## src/rtl/rnn_matvec_sequencer.sv

```systemverilog
// Sequences y = W*x through one shared MAC: per row COLS issue cycles + 1 drain, result valid (r+1)*(COLS+2) cycles after start.
// Backpressure: a result holds in OUT until out_ready; no addresses are issued and the accumulator is frozen meanwhile.
module rnn_matvec_sequencer #(
  parameter int ROWS = 4,
  parameter int COLS = 32,
  parameter int DW   = 16,
  parameter int FRAC = 8,
  parameter int ACCW = 40,
  localparam int RW  = (ROWS > 1) ? $clog2(ROWS) : 1,
  localparam int CW  = (COLS > 1) ? $clog2(COLS) : 1
) (
  input  logic          clk,
  input  logic          rst_n,
  input  logic          start,
  output logic          busy,
  output logic          done,
  output logic [RW-1:0] w_row,
  output logic [CW-1:0] w_col,
  input  logic [DW-1:0] w_data,
  output logic [CW-1:0] x_addr,
  input  logic [DW-1:0] x_data,
  output logic          out_valid,
  input  logic          out_ready,
  output logic [RW-1:0] out_row,
  output logic [DW-1:0] out_data
);

  typedef enum logic [2:0] {IDLE, ISSUE, DRAIN, OUT, FIN} state_t;

  state_t                 state_q, state_d;
  logic [RW-1:0]          w_row_q, w_row_d;
  logic [CW-1:0]          w_col_q, w_col_d;
  logic signed [ACCW-1:0] acc_q, acc_d;
  logic                   out_valid_q, out_valid_d;
  logic [RW-1:0]          out_row_q, out_row_d;
  logic [DW-1:0]          out_data_q, out_data_d;

  logic signed [2*DW-1:0] prod;
  logic signed [ACCW-1:0] prod_ext;
  logic signed [ACCW-1:0] acc_sum;
  logic signed [ACCW-1:0] shifted;
  logic [ACCW-DW:0]       shifted_hi;
  logic [DW-1:0]          sat_val;

  assign prod     = $signed(w_data) * $signed(x_data);
  assign prod_ext = {{(ACCW-2*DW){prod[2*DW-1]}}, prod};
  assign acc_sum  = acc_q + prod_ext;
  assign shifted  = acc_sum >>> FRAC;

  // The result fits in DW bits only when every bit above the DW-bit sign position agrees with it.
  assign shifted_hi = shifted[ACCW-1:DW-1];

  always_comb begin
    sat_val = shifted[DW-1:0];
    if (!((&shifted_hi) || !(|shifted_hi))) begin
      sat_val = shifted[ACCW-1] ? {1'b1, {(DW-1){1'b0}}} : {1'b0, {(DW-1){1'b1}}};
    end
  end

  always_comb begin
    state_d     = state_q;
    w_row_d     = w_row_q;
    w_col_d     = w_col_q;
    acc_d       = acc_q;
    out_valid_d = out_valid_q;
    out_row_d   = out_row_q;
    out_data_d  = out_data_q;
    case (state_q)
      IDLE: begin
        if (start) begin
          state_d = ISSUE;
          w_row_d = '0;
          w_col_d = '0;
          acc_d   = '0;
        end
      end
      ISSUE: begin
        // Read data lags the address by one cycle, so column 0 has nothing to add yet.
        if (w_col_q != '0) begin
          acc_d = acc_sum;
        end
        if (w_col_q == CW'(COLS - 1)) begin
          state_d = DRAIN;
        end else begin
          w_col_d = w_col_q + CW'(1);
        end
      end
      DRAIN: begin
        acc_d       = acc_sum;
        out_data_d  = sat_val;
        out_row_d   = w_row_q;
        out_valid_d = 1'b1;
        state_d     = OUT;
      end
      OUT: begin
        if (out_ready) begin
          out_valid_d = 1'b0;
          if (w_row_q == RW'(ROWS - 1)) begin
            state_d = FIN;
          end else begin
            w_row_d = w_row_q + RW'(1);
            w_col_d = '0;
            acc_d   = '0;
            state_d = ISSUE;
          end
        end
      end
      FIN: begin
        state_d = IDLE;
      end
      default: begin
        state_d = IDLE;
      end
    endcase
  end

  always_ff @(posedge clk or negedge rst_n) begin
    if (!rst_n) begin
      state_q     <= IDLE;
      w_row_q     <= '0;
      w_col_q     <= '0;
      acc_q       <= '0;
      out_valid_q <= 1'b0;
      out_row_q   <= '0;
      out_data_q  <= '0;
    end else begin
      state_q     <= state_d;
      w_row_q     <= w_row_d;
      w_col_q     <= w_col_d;
      acc_q       <= acc_d;
      out_valid_q <= out_valid_d;
      out_row_q   <= out_row_d;
      out_data_q  <= out_data_d;
    end
  end

  assign busy      = (state_q == ISSUE) || (state_q == DRAIN) || (state_q == OUT);
  assign done      = (state_q == FIN);
  assign w_row     = w_row_q;
  assign w_col     = w_col_q;
  assign x_addr    = w_col_q;
  assign out_valid = out_valid_q;
  assign out_row   = out_row_q;
  assign out_data  = out_data_q;

endmodule

```

## config.mk

```make
export PLATFORM = sky130hd
export DESIGN_NAME = rnn_matvec_sequencer
export DESIGN_NICKNAME = d
export VERILOG_FILES = /design/src/rtl/rnn_matvec_sequencer.sv
export SDC_FILE = /design/constraint.sdc
export NUM_CORES = 1
export LEC_CHECK = 0
export CORE_MARGIN = 2
export CORE_UTILIZATION = 58
export CTS_CLUSTER_SIZE = 8
export DETAILED_ROUTE_END_ITERATION = 6
export PLACE_DENSITY = 0.77
export RECOVER_POWER = 100
export REMOVE_ABC_BUFFERS = 1
export SYNTH_ARGS = -nofsm -noshare
export SYNTH_HDL_FRONTEND = slang
export SYNTH_SLANG_ARGS = --single-unit
```

## constraint.sdc

```tcl
create_clock -name clk -period 7.8 [get_ports clk]
set_input_delay 2.34 -clock clk [delete_from_list [all_inputs] [get_ports clk]]
set_output_delay 2.34 -clock clk [all_outputs]
set_load 0.005 [all_outputs]
```

# After elaboration in Yosys (flattened, before gate mapping)
# Index checks and enable logic that the tools add are counted.
[totals]
input_bits = 36
word_cells = 63
ff_bits = 69
out_inout_bits = 33
[classes]
add_sub_neg = 3
mul = 1
n_reduce_logical = 17
mux = 23
n_eq_ne = 12
[op_table]
columns = ["cell", "n"]
rows = [
  ["40-bit two-way mux", 4],
  ["40-bit case mux with 4 select lines", 1],
  ["40-bit by 32-bit adder with 40-bit output", 1],
  ["16-bit by 16-bit multiplier with 32-bit output", 1],
  ["16-bit two-way mux", 2],
  ["5-bit two-way mux", 4],
  ["17-bit AND reduction", 1],
  ["17-bit OR reduction", 1],
  ["5-bit case mux with 3 select lines", 1],
  ["3-bit two-way mux", 4],
  ["2-bit != test (second input constant)", 6],
  ["3-bit case mux with 4 select lines", 1],
  ["5-bit AND reduction", 2],
  ["3-bit by 2-bit == test with 1-bit output (second input constant)", 2],
  ["2-bit two-way mux", 3],
  ["5-bit by 1-bit adder with 5-bit output (second input constant)", 1],
  ["5-bit == test (second input constant)", 1],
  ["5-bit nonzero test", 1],
  ["2-bit case mux with 2 select lines", 1],
  ["4-bit AND reduction", 1],
  ["2-bit nonzero test", 2],
  ["4-bit nonzero test", 1],
  ["3-bit by 1-bit == test with 1-bit output (second input constant)", 1],
  ["3-bit == test (second input constant)", 1],
  ["10 further kinds", 12],
]

# Logic depth before layout (Yosys ltp)
[logic_depth]
depth_word = 6
depth_mapped = 26
mapped_depth_nobuf = 24

# Least setup slack after synthesis
# OpenSTA, ideal clock, no wires.
[synth_timing]
kind = "input-to-reg"
start = "input port w_data[15]"
end = "register out_data_q[5] (netlist: out_data[5])"
setup_time_ns = 0.133
setup_slack_ns = -1.550
n_path_buf = 3
t_arrival_ns = 9.217
stages = 25
required_ns = 7.667
cell_sequence = "clkbuf_1 -> nand2_1 -> inv_1 -> fa_1 -> fa_1 -> fa_1 -> inv_1 -> fa_1 -> inv_1 -> fa_1 -> inv_1 -> fa_1 -> inv_1 -> ha_1 -> clkdlybuf4s50_2 -> nand4_1 -> nor3_1 -> nand2_1 -> o311a_1 -> a21o_2 -> a221oi_1 -> nand4_2 -> o41ai_4 -> buf_6 -> o211ai_2"
[synth_via]
elab_chain_len = 6
word_cells_on_any_way = 8
[synth_rtl]
columns = ["item", "line_no", "rtl"]
rows = [
  ["start, declared", "19", "input logic [DW-1:0] w_data,"],
  ["16-bit by 16-bit multiplier with 32-bit output *", "45", "assign prod = $signed(w_data) * $signed(x_data);"],
  ["40-bit by 32-bit adder with 40-bit output *", "47", "assign acc_sum = acc_q + prod_ext;"],
  ["17-bit OR reduction", "55", "if (!((&shifted_hi) || !(|shifted_hi))) begin"],
  ["1-bit logical NOT", "55", ""],
  ["1-bit logical OR", "55", ""],
  ["16-bit two-way mux *", "55", ""],
  ["end signal, assigned", "133", "out_data_q <= out_data_d;"],
  ["end, declared", "36", "logic [DW-1:0] out_data_q, out_data_d;"],
]
# Every way passes the cells marked *; elsewhere a longest branch is shown, timed or not.
# A chain may end at the register's enable or synchronous reset.

# Final worst setup path
[layout_timing]
start = "input port x_data[1]"
end = "register out_data_q[11] (netlist: out_data[11])"
[layout_via]
elab_chain_len = 6
word_cells_on_any_way = 8
[layout_rtl]
columns = ["item", "line_no", "rtl"]
rows = [
  ["start, declared", "21", "input logic [DW-1:0] x_data,"],
  ["16-bit by 16-bit multiplier with 32-bit output *", "45", ""],
  ["40-bit by 32-bit adder with 40-bit output *", "47", ""],
  ["17-bit OR reduction", "55", ""],
  ["1-bit logical NOT", "55", ""],
  ["1-bit logical OR", "55", ""],
  ["16-bit two-way mux *", "55", ""],
]
# Marked as above.

==> summary.md <==
| Metric | Value |
|---|---|
| RSZ-0062 raised after global routing | `true` |
| CTS tree | `yes` |
| FMAX | `0.112 GHz` |
| GR Overflow Total | `0` |
| Iter 0 DRT Violations | `1172` |
| EDFF count, synth | `0` |
| Gr usage total | `0.347` |
| Bufs and invs on worst path | `9` |
| Total core area | `26700 um2` |
| Finished Cell Area | `21000 um2` |
| CP startpoint | `x_data[1]` |
| Setup-failing EPs final | `34` |
| Final worst clock skew | `0.00991 ns` |
| Worst setup EP type | `flop` |
| Layout cells sized above 1 | `0.313` |
| Clk sinks | `69` |
| Reg2reg end | `out_data[11]` |
| Worst R2R Start | `acc_q[15]` |
| Fin. max-slew vios | `90` |
| Setup TNS | `-22.29 ns` |
| Hold_ws | `0.497 ns` |
| Outcome | `complete, but fails checks` |
| PnR worst setup slack | `-1.13 ns` |
| Commonest register cell after synthesis | `dfrtp_1` |
| Via density | `5.81` |
| Share of the synthesized area in the top cell type | `0.421` |
| Reg2Reg Depth | `22` |
| Die width | `168 um` |
| DRT Wirelength | `51400 um` |
| Antenna Nets Post-Route | `0` |
| Worst Setup Start Kind | `input pin` |
| WP data required | `8.03 ns` |
| Top Family by Delay on Critical Path | `adder cells` |
| First-pass GRT wire length | `76400 um` |
| Placement Cell Area | `18600 um2` |
| Vias in the first global route | `14690` |
| Initial Util | `0.587` |
| CP arrival | `9.16 ns` |
| Distinct cells, synth | `74` |
| CP max stage delay | `0.58 ns` |
| Die area | `28400 um2` |
| Final worst-path cycle share | `1.15` |
| Clock Tree Root | `clkbuf_16` |
| Slew margin rel. | `-1.63` |
| Crit path to | `out_data[11]` |
| Hold Crit Start | `out_row[1]` |
| Crit Path Class | `input pin to flop` |
| Mapped Area | `15700 um2` |
| Yosys warnings | `0` |
| Clock latency at the later pin of the worst-skew pair | `0.35 ns` |
| Hpwl dp | `34600 um` |
| Max clock buf depth | `2` |
| Area growth from synthesis to layout | `34.0%` |
| Avg WL per Cell | `21.6 um` |
| CTS clk-pin slew, worst paths | `0.06 ns` |
| # IOs | `69` |
| Max Fanout on Critical Path | `7` |
| Leading area contributor after synthesis | `fa_1` |
| DRT Pass-1 Iters | `5` |
| Rows | `60` |
| Nets | `2515` |
| Area contributors post-synth | `fa_1 (42%), dfrtp_1 (11%), ha_1 (9.5%), inv_1 (9.3%), nand2_1 (5.0%)` |
| Initial antenna violation count | `0` |
| CP max-delay cell | `fa_1` |
| Cell count after synthesis | `1674` |
| # DRC | `0` |
| GPL Wtd Cong | `0.918` |
| H-tree levels | `3` |
| Stages on the worst setup path | `26` |
| Ant diodes | `0` |
| DR vias | `13812` |
| Final hold violation count | `0` |
| Violated checks | `capacitance limit, slew limit, setup timing` |
| Seq/Total Area, Yosys | `0.110` |
| Pin count of the biggest net entering global routing | `70` |
| WHS Path Cells | `2` |
| Hold WC Path Type | `flop to flop` |
| Synth Register Bits | `69` |
| Die height | `168 um` |
| Reg2reg setup slack | `1.41 ns` |
| Mean Syn Cell Area | `9.37 um2` |
| Port buffer count | `68` |
| Fraction of registers with async set/reset | `1.00` |
| Worst slew pin tran | `3.94 ns` |
| Tmin final | `8.93 ns` |
| Maxcap violations | `2` |
| Clock buffer count from CTS | `9` |
Yosys cell counts (3+ instances only):
cell type and count:
nand3_1 22, and4_1 3, dfrtp_1 69, o211ai_1 11, mux2i_1 3, xnor2_1 20
ha_1 119, nand2b_1 7, inv_1 390, nor2b_1 6, o21ai_0 48, nand4_1 11
o21bai_1 5, a22o_1 13, o211ai_2 10, fa_1 330, buf_4 8, a31oi_1 4
buf_6 7, a21boi_0 3, clkbuf_1 47, a21oi_1 44, nand2_1 210, a221oi_1 3
a211oi_1 7, nor4_1 3, nor3b_1 3, o21a_1 7, nor4b_1 3, xor2_1 21
nor2_1 44, and2_1 117, and3_1 6, nor3_1 8, a21o_1 10
stage by stage:
stage | setup WS (ns) | cells | utilization
global placement | -1.83 | 2270 | 0.696
detailed placement | -1.97 | 2270 | 0.696
CTS | -1.04 | 2352 | 0.762
floorplan | -1.42 | 1608 | -
finish | -1.13 | 2376 | 0.786
global route | -1.37 | 2376 | 0.786
worst min-delay path: stages, from the launching register on:
cell     delay, ns
dfrtp_1       0.36
nand2_1       0.05
nand2_1       0.06
cell type report:
class,instances,area (um2)
Multi-Input combinational cell,1149,13300
Fill cell,1597,5710
Timing Repair Buffer,411,3840
Sequential cell,69,1730
Inverter,390,1470
Tap cell,341,427
Clock buffer,9,225
Clock inverter,7,81.3
routing by layer:
metal,global-route usage,wire length [um],up-vias
li1,-,-,5827
met5,0,0,-
met2,0.578,25100,775
met1,0.446,19400,6992
met3,0.0595,4020,218
met4,0.159,2870,0
how the worst min path moves through the flow:
stage,slack [ns],to
final,0.50,out_row[1]
after global routing,0.53,acc_q[21]
after CTS,0.49,acc_q[21]
after detailed placement,0.48,out_row[1]
after global placement,0.47,acc_q[33]
after floorplan,0.45,acc_q[15]
sequential cells by signal, indices dropped and copies added (netlist names):
signal	cells
w_col	5
out_row	2
w_row	2
state_q	3
acc_q	40
out_data	16
out_valid	1
layout by cell type (no fill, tap or decap), types with 13 or more instances in the layout:
| cell type | synthesis | final |
|---|---|---|
| a21oi_1 | 44 | 23 |
| a21oi_2 | 0 | 14 |
| a22o_1 | 13 | 13 |
| and2_1 | 117 | 93 |
| and2_4 | 1 | 23 |
| buf_12 | 0 | 19 |
| buf_4 | 8 | 251 |
| buf_6 | 7 | 64 |
| dfrtp_1 | 69 | 69 |
| dlygate4sd3_1 | 0 | 35 |
| fa_1 | 330 | 300 |
| fa_2 | 0 | 30 |
| ha_1 | 119 | 100 |
| ha_4 | 0 | 17 |
| inv_1 | 390 | 345 |
| inv_2 | 0 | 44 |
| nand2_1 | 210 | 183 |
| nand2_2 | 0 | 16 |
| nand3_1 | 22 | 19 |
| nor2_1 | 44 | 36 |
| o21ai_0 | 48 | 31 |
| xnor2_1 | 20 | 15 |
| xor2_1 | 21 | 14 |
cells by family after synthesis:
group,share of synthesized area
flip-flops,0.110
AND/OR/NAND/NOR,0.145
AO/OA/AOI/OAI,0.0875
XOR/XNOR,0.0229
adder cells (fa/ha/maj),0.516
multiplexers,0.00335
buffers and inverters,0.115
repair_timing:
item | CTS | global route
hold buffers | 0 | 0
gates resized for setup | 305 | 207
gates cloned | 9 | 2
endpoints found under the setup margin | 42 | 41
setup buffers | 60 | 33
pin swaps | 103 | 104
Power is not shown: default switching activity piles up to over one toggle a cycle in this logic, so the estimate is an artifact.
